--- config.mk ---
export PLATFORM = sky130hd
export DESIGN_NAME = ts_slot_extract
export DESIGN_NICKNAME = d
export VERILOG_FILES = /design/src/rtl/ts_pkg.sv /design/src/rtl/ts_frame_cnt.sv /design/src/rtl/ts_slot_extract.sv
export SDC_FILE = /design/constraint.sdc
export NUM_CORES = 1
export LEC_CHECK = 0
export ABC_AREA = 1
export BUFFER_PORTS_ARGS = -buffer_cell sky130_fd_sc_hd__buf_4
export CAP_MARGIN = 25
export CORE_MARGIN = 8
export CORE_UTILIZATION = 57
export CTS_CLUSTER_SIZE = 8
export DETAILED_ROUTE_END_ITERATION = 7
export PLACE_DENSITY_LB_ADDON = 0.3
export SLEW_MARGIN = 20
export SYNTH_ARGS = -nofsm -noshare
export SYNTH_HDL_FRONTEND = slang
export SYNTH_SLANG_ARGS = --single-unit
--- constraint.sdc ---
create_clock -name CLK -period 2.65 [get_ports CLK]
set_input_delay 0.265 -clock CLK [delete_from_list [all_inputs] [get_ports CLK]]
set_output_delay 0.265 -clock CLK [all_outputs]
set_load 0.05 [all_outputs]
--- src/rtl/ts_pkg.sv ---
// Shared TS framing constants and FSM state encoding.
// Used by both the slot inserter and the slot extractor.
package ts_pkg;

   localparam int unsigned   WORD_SIZE_DEF   = 8;
   localparam int unsigned   PAYLOAD_LEN_DEF = 8;
   localparam logic [7:0]    HEAD_BYTE_DEF   = 8'hFF;
   localparam logic [7:0]    FREE_BYTE_DEF   = 8'hEE;
   localparam int unsigned   CNT_W_DEF       = 16;
   localparam int unsigned   PAY_CNT_W       = 4;

   typedef enum logic [2:0] {
      S_IDLE,
      S_ID,
      S_FLAG,
      S_PAY,
      S_SKIP
   } ts_state_e;

endpackage

--- src/rtl/ts_frame_cnt.sv ---
// Frame/error counter pair: the frame count wraps, the error count saturates at all-ones.
module ts_frame_cnt #(
   parameter int unsigned CNT_W = 16
) (
   input  logic             CLK,
   input  logic             RESET,
   input  logic             i_frm_inc,
   input  logic             i_err_inc,
   output logic [CNT_W-1:0] o_frm_cnt,
   output logic [CNT_W-1:0] o_err_cnt
);

   logic [CNT_W-1:0] r_frm;
   logic [CNT_W-1:0] r_err;

   always_ff @(posedge CLK or negedge RESET) begin
      if (!RESET) begin
         r_frm <= '0;
         r_err <= '0;
      end else begin
         if (i_frm_inc) begin
            r_frm <= r_frm + CNT_W'(1);
         end
         if (i_err_inc && (r_err != '1)) begin
            r_err <= r_err + CNT_W'(1);
         end
      end
   end

   assign o_frm_cnt = r_frm;
   assign o_err_cnt = r_err;

endmodule

--- src/rtl/ts_slot_extract.sv ---
// Locates TS frame headers, classifies the insertion slot and extracts occupied-slot payload
// as a valid-qualified byte stream with per-frame status pulses and counters.
module ts_slot_extract
   import ts_pkg::*;
#(
   parameter int unsigned           WORD_SIZE   = WORD_SIZE_DEF,
   parameter int unsigned           PAYLOAD_LEN = PAYLOAD_LEN_DEF,
   parameter logic [WORD_SIZE-1:0]  HEAD_BYTE   = HEAD_BYTE_DEF,
   parameter logic [WORD_SIZE-1:0]  FREE_BYTE   = FREE_BYTE_DEF,
   parameter int unsigned           CNT_W       = CNT_W_DEF
) (
   input  logic                 CLK,
   input  logic                 RESET,
   input  logic                 SYNC,
   input  logic [WORD_SIZE-1:0] TS_IN,
   output logic [WORD_SIZE-1:0] DOUT,
   output logic                 DOUT_VALID,
   output logic [WORD_SIZE-1:0] CH_ID,
   output logic                 SLOT_FREE,
   output logic                 FRAME_DONE,
   output logic                 FRAME_ERR,
   output logic [CNT_W-1:0]     FRM_CNT,
   output logic [CNT_W-1:0]     ERR_CNT
);

   localparam logic [PAY_CNT_W-1:0] CNT_LAST = PAY_CNT_W'(PAYLOAD_LEN - 1);

   ts_state_e            r_state, w_state_nxt;
   logic [PAY_CNT_W-1:0] r_cnt, w_cnt_nxt;
   logic [WORD_SIZE-1:0] r_dout, w_dout_nxt;
   logic [WORD_SIZE-1:0] r_ch_id, w_ch_id_nxt;
   logic                 r_valid, w_valid_nxt;
   logic                 r_free, w_free_nxt;
   logic                 r_done, w_done_nxt;
   logic                 r_err, w_err_nxt;

   always_ff @(posedge CLK or negedge RESET) begin
      if (!RESET) begin
         r_state <= S_IDLE;
         r_cnt   <= '0;
         r_dout  <= '0;
         r_ch_id <= '0;
         r_valid <= 1'b0;
         r_free  <= 1'b0;
         r_done  <= 1'b0;
         r_err   <= 1'b0;
      end else begin
         r_state <= w_state_nxt;
         r_cnt   <= w_cnt_nxt;
         r_dout  <= w_dout_nxt;
         r_ch_id <= w_ch_id_nxt;
         r_valid <= w_valid_nxt;
         r_free  <= w_free_nxt;
         r_done  <= w_done_nxt;
         r_err   <= w_err_nxt;
      end
   end

   always_comb begin
      w_state_nxt = r_state;
      w_cnt_nxt   = r_cnt;
      w_dout_nxt  = r_dout;
      w_ch_id_nxt = r_ch_id;
      w_valid_nxt = 1'b0;
      w_free_nxt  = 1'b0;
      w_done_nxt  = 1'b0;
      w_err_nxt   = 1'b0;
      // A header inside a frame aborts it; a valid header resynchronises immediately.
      if ((r_state != S_IDLE) && SYNC) begin
         w_err_nxt   = 1'b1;
         w_state_nxt = (TS_IN == HEAD_BYTE) ? S_ID : S_IDLE;
      end else begin
         case (r_state)
            S_IDLE: begin
               if (SYNC) begin
                  if (TS_IN == HEAD_BYTE) begin
                     w_state_nxt = S_ID;
                  end else begin
                     w_err_nxt = 1'b1;
                  end
               end
            end
            S_ID: begin
               w_ch_id_nxt = TS_IN;
               w_state_nxt = S_FLAG;
            end
            S_FLAG: begin
               w_cnt_nxt = '0;
               if (TS_IN == FREE_BYTE) begin
                  w_free_nxt  = 1'b1;
                  w_state_nxt = S_SKIP;
               end else begin
                  w_state_nxt = S_PAY;
               end
            end
            S_PAY: begin
               w_dout_nxt  = TS_IN;
               w_valid_nxt = 1'b1;
               w_cnt_nxt   = r_cnt + PAY_CNT_W'(1);
               if (r_cnt == CNT_LAST) begin
                  w_done_nxt  = 1'b1;
                  w_state_nxt = S_IDLE;
               end
            end
            S_SKIP: begin
               w_cnt_nxt = r_cnt + PAY_CNT_W'(1);
               if (r_cnt == CNT_LAST) begin
                  w_state_nxt = S_IDLE;
               end
            end
            default: w_state_nxt = S_IDLE;
         endcase
      end
   end

   ts_frame_cnt #(
      .CNT_W (CNT_W)
   ) u_frame_cnt (
      .CLK       (CLK),
      .RESET     (RESET),
      .i_frm_inc (w_done_nxt),
      .i_err_inc (w_err_nxt),
      .o_frm_cnt (FRM_CNT),
      .o_err_cnt (ERR_CNT)
   );

   assign DOUT       = r_dout;
   assign DOUT_VALID = r_valid;
   assign CH_ID      = r_ch_id;
   assign SLOT_FREE  = r_free;
   assign FRAME_DONE = r_done;
   assign FRAME_ERR  = r_err;

endmodule
After elaboration in Yosys (flattened, before gate mapping)
Cells that the tools add are included.
{ "word_totals": {"reg_bits": 59, "inputBits": 11, "output_inout_bits": 52, "word_cells": 55} }
{ "classes": {"addsub": 3, "n_eq_ne": 11, "mux": 20, "n_bitwise": 1, "reduce_logical": 10} }
{ "ops": {"columns": ["operator", "n"], "rows": [
  ["adder 16 x 1 -> 16 bit (second input constant)", 2],
  ["equality test 8 bit (second input constant)", 2],
  ["!= test 16 bit (second input constant)", 1],
  ["2-to-1 mux 3 bit", 5],
  ["2-to-1 mux 1 bit", 13],
  ["one-hot mux 3 bit (4 select lines)", 1],
  ["one-hot mux 4 bit (2 select lines)", 1],
  ["equality test 3 x 2 -> 1 bit (second input constant)", 2],
  ["!= test 3 bit (second input constant)", 2],
  ["AND reduction 2 bit", 3],
  ["adder 4 x 1 -> 4 bit (second input constant)", 1],
  ["equality test 4 x 3 -> 1 bit (second input constant)", 1],
  ["equality test 3 x 1 -> 1 bit (second input constant)", 1],
  ["equality test 3 bit (second input constant)", 1],
  ["logical NOT 3 bit", 1],
  ["!= test 3 x 1 -> 1 bit (second input constant)", 1],
  ["AND reduction 3 bit", 1],
  ["nonzero test 3 bit", 1],
  ["logical AND 1 bit", 2],
  ["nonzero test 2 bit", 1],
  ["OR reduction 2 bit", 1],
  ["NOT 1 bit", 1]
]} }

Logic depth before layout (Yosys ltp)
{ "depth": {"ltp_word": 6, "ltp_mapped": 11, "ltp_nobuf": 10} }

Cells and area by module
From an unflattened synthesis, not the netlist that was laid out.
{ "unflattened": {"cells_unflattened": 353, "area_unflattened_um2": 2954.1} }
{ "modules_own_cells": {"columns": ["mod", "instances", "cells_per_inst", "area_each_um2"], "rows": [
  ["ts_frame_cnt", 1, 221, 1735.4],
  ["ts_slot_extract", 1, 132, 1218.7]
]} }

Worst setup path after synthesis
No wires, ideal clock.
{ "synth_path": {"kind": "reg-to-reg", "from": "reg u_frame_cnt.r_err[0], in the netlist u_frame_cnt.o_err_cnt[0]", "to": "reg u_frame_cnt.r_err[12], in the netlist u_frame_cnt.o_err_cnt[12]", "setup_time_ns": 0.066, "arrival_time_ns": 1.800, "slack_ns": 0.784, "stages_incl_launch_ff": 12, "path_buffers": 2, "period_less_slack_ns": 1.866, "cell_sequence": "dfrtp_1 > ha_1 > nand3_2 > inv_1 > nand2_2 > nor2_1 > inv_1 > nand2_2 > buf_6 > buf_12 > nand2_1 > nand2_1"} }
{ "synth_via": {"elab_chain_cells": 2} }
{ "synth_rtl": {"columns": ["element", "line", "rtl"], "rows": [
  ["from (decl)", "ts_frame_cnt.sv:14", "logic [CNT_W-1:0] r_err;"],
  ["from (signal assigned)", "ts_frame_cnt.sv:25", "r_err <= r_err + CNT_W'(1);"],
  ["branches (longest 2 deep; another with adder 16 x 1 -> 16 bit)", null, null]
]} }
Parallel ways; which one is timed is not known.
A chain may end at the register's enable or synchronous reset.

Worst setup path after layout
{ "layout_path": {"from": "reg u_frame_cnt.r_err[0], in the netlist u_frame_cnt.o_err_cnt[0]", "to": "reg u_frame_cnt.r_err[8], in the netlist u_frame_cnt.o_err_cnt[8]"} }
The elaborated chain is that of the path after synthesis.

==> flow_metrics.py <==
metrics = {
    "timing": {
        "report.final.slew_viol_count": 0,
        "worst_pin_slew_ns": 0.706,
        "setup_tns_ns": 0,
        "clock_skew_ns": 0.00417,
        "period_minus_slack_ns": 1.84,
        "rsz0062_at_grt": "no",
        "hold_ws_ns": -0.00543,
        "hold_viol": 26,
        "finalCritPeriodShare": 0.695,
        "relSlewSlack": 0.529,
        "fmax_ghz": 0.543,
        "finalSetupViolCount": 0,
    },
    "cts": {
        "cts-root-buf": "clkbuf_8",
        "ctsHoldBuffers": 0,
        "cts_max_level": 3,
        "cts_max_path_buffers": 2,
        "tritoncts": "done",
        "cts_buffers": 9,
        "worstSkewPairLatency_ns": 0.33,
        "postCtsSetupBuffers": 0,
        "cts.clk_slew.worst_paths_ns": 0.06,
        "cts_sinks": 59,
        "ctsResizeCount": 0,
    },
    "setup_path": {
        "r2r_cells": 10,
        "cp.required_ns": 2.87,
        "path_max_fanout": 20,
        "arrival_ns": 2.06,
        "end_kind": "flop",
        "critPathLaunchType": "flop",
        "worstSetupPathType": "flop to flop",
    },
    "floorplan": {
        "fp.dieArea_um2": 7770,
        "die_y_um": 88.2,
        "num_rows": 26,
        "io_pins": 63,
        "core_um2": 5070,
        "start_util": 0.585,
        "die_w_um": 88.2,
    },
    "global_routing": {
        "grt_start_max_net_pins": 60,
        "overflow": 0,
        "grt_pass1_vias": 2386,
        "grt_pass1_wl_um": 10800,
        "antenna_found_initial": 0,
        "grt_util_all_layers": 0.178,
    },
    "power_and_ir_drop": {
        "peakVddDrop_uv": 851,
        "power-per-cell-area_nw_per_um2": 930,
        "p_leak_nw": 1.92,
    },
    "flow_run": {
        "maxCapViolations": 0,
    },
    "finish": {
        "num_antenna_cells": 0,
        "syn_to_final_growth_pct": 24.3,
        "utilization": 0.727,
        "final_cell_area_um2": 3690,
        "drive_gt1_frac": 0.206,
        "finalNetCount": 455,
    },
    "detailed_routing": {
        "drtIter0Drc": 95,
        "drt_wl_total_um": 6540,
        "drc": 0,
        "vias": 2555,
        "first_pass_iters": 5,
        "vias_per_cell": 4.95,
        "wl_per_cell_um": 12.7,
        "ant_nets": 0,
    },
    "yosys": {
        "synth.top_cell.area_share": 0.497,
        "yosysMostFrequentCell": "nand2_1",
        "syn_nets": 387,
        "ys_seq_elements": 59,
        "synth_area_leaders": "dfrtp_1, nand2_1, inv_1",
        "synth.distinct_cells": 26,
        "synth.largest_area_cell": "dfrtp_1",
        "seq_area_frac_synth": 0.497,
        "ys.flop_type": "dfrtp_1",
        "synth_enable_flop_cells": 0,
        "ys_async_sr_fraction": 1.00,
        "ys_top_cells_by_count": "nand2_1, dfrtp_1, inv_1",
        "synth_area_per_cell_um2": 7.96,
        "syn_inst": 373,
        "ys_warn_count": 0,
        "synth.cell_area_um2": 2970,
    },
    "placement": {
        "portBuffers": 62,
        "place.gp.congestion": 0.856,
        "dpl.hpwl_um": 4770,
        "placed_cell_area_um2": 3480,
    },
    "outcome": {
        "status": "complete, but fails checks",
        "violations": "negative hold slack",
    },
    "worst_hold_path": {
        "worstHoldPathType": "input pin to asynchronous set/reset pin",
    },
}
placed cells by master, fill, tap and decap left out, drive strengths merged:
master	Yosys	layout
buf	4	63
bufinv	0	1
clkbuf	2	12
clkinv	1	3
clkinvlp	0	1
dfrtp	59	59
ha	3	3
inv	40	40
nand2	145	145
nand3	20	20
nand3b	1	1
nand4	8	8
nor2	34	34
nor3	4	4
o21a	1	1
o21ai	25	25
o22ai	2	2
or2	1	1
xnor2	16	16
xor2	7	7
state kept, by name, summed over array words and instances, names as in the netlist:
| register | cells |
|---|---|
| DOUT_VALID | 1 |
| DOUT | 8 |
| FRAME_ERR | 1 |
| r_state | 3 |
| SLOT_FREE | 1 |
| u_frame_cnt.o_frm_cnt | 16 |
| u_frame_cnt.o_err_cnt | 16 |
| CH_ID | 8 |
| FRAME_DONE | 1 |
| r_cnt | 4 |
power by group:
part | internal (mW) | switching, mW
combinational | 0.385 | 0.948
sequential | 1.09 | 0.158
clock | 0.508 | 0.344
kinds of logic after synthesis:
| kind of cell | synth area share |
|---|---|
| XOR/XNOR | 0.0678 |
| AO/OA/AOI/OAI | 0.0489 |
| adder cells (fa/ha/maj) | 0.0126 |
| buffers and inverters | 0.0691 |
| flip-flops | 0.497 |
| AND/OR/NAND/NOR | 0.304 |
area by class of cell:
type | instances | area, µm²
Clock buffer | 12 | 165
Clock inverter | 4 | 47.5
Fill cell | 405 | 1380
Inverter | 41 | 154
Multi-Input combinational cell | 267 | 1290
Sequential cell | 59 | 1480
Tap cell | 70 | 87.6
Timing Repair Buffer | 63 | 473
per-layer routing:
metal	wire, µm	global-route usage	up-vias	part of all wire
li1	-	-	1298	-
met1	2910	0.214	1192	0.44
met2	3250	0.296	54	0.50
met3	279	0.0375	11	0.043
met4	102	0.0829	0	0.016
met5	0	0	-	0
worst max-delay path, cell delays in order (launching register included):
cell,delay (ns)
dfrtp_1,0.41
ha_1,0.22
nand3_2,0.12
inv_1,0.13
nand2_2,0.07
nor2_1,0.10
inv_1,0.06
nand2_2,0.28
inv_2,0.19
nand2_1,0.10
nand2_1,0.05
path summary, 6_finish.rpt:
kind,start,endpoint,slack (ns)
hold reg to reg,DOUT[6],DOUT[6],0.49
setup / recovery,u_frame_cnt.o_err_cnt[0],u_frame_cnt.o_err_cnt[8],0.81
hold / removal,RESET,u_frame_cnt.o_err_cnt[7],-0.005
setup reg to reg,u_frame_cnt.o_err_cnt[0],u_frame_cnt.o_err_cnt[8],0.81
min in group CLK,SYNC,DOUT_VALID,0.16
max in group asynchronous,RESET,r_state[0],2.20
stage by stage:
step,power [mW],instances,setup slack [ns]
final,3.43,516,0.809
after global routing,3.62,516,0.639
after CTS,3.46,516,0.804
after detailed placement,2.60,500,0.825
after global placement,2.57,500,0.914
after floorplan,2.20,373,0.784
No activity file was read; power rests on OpenSTA's default activity.
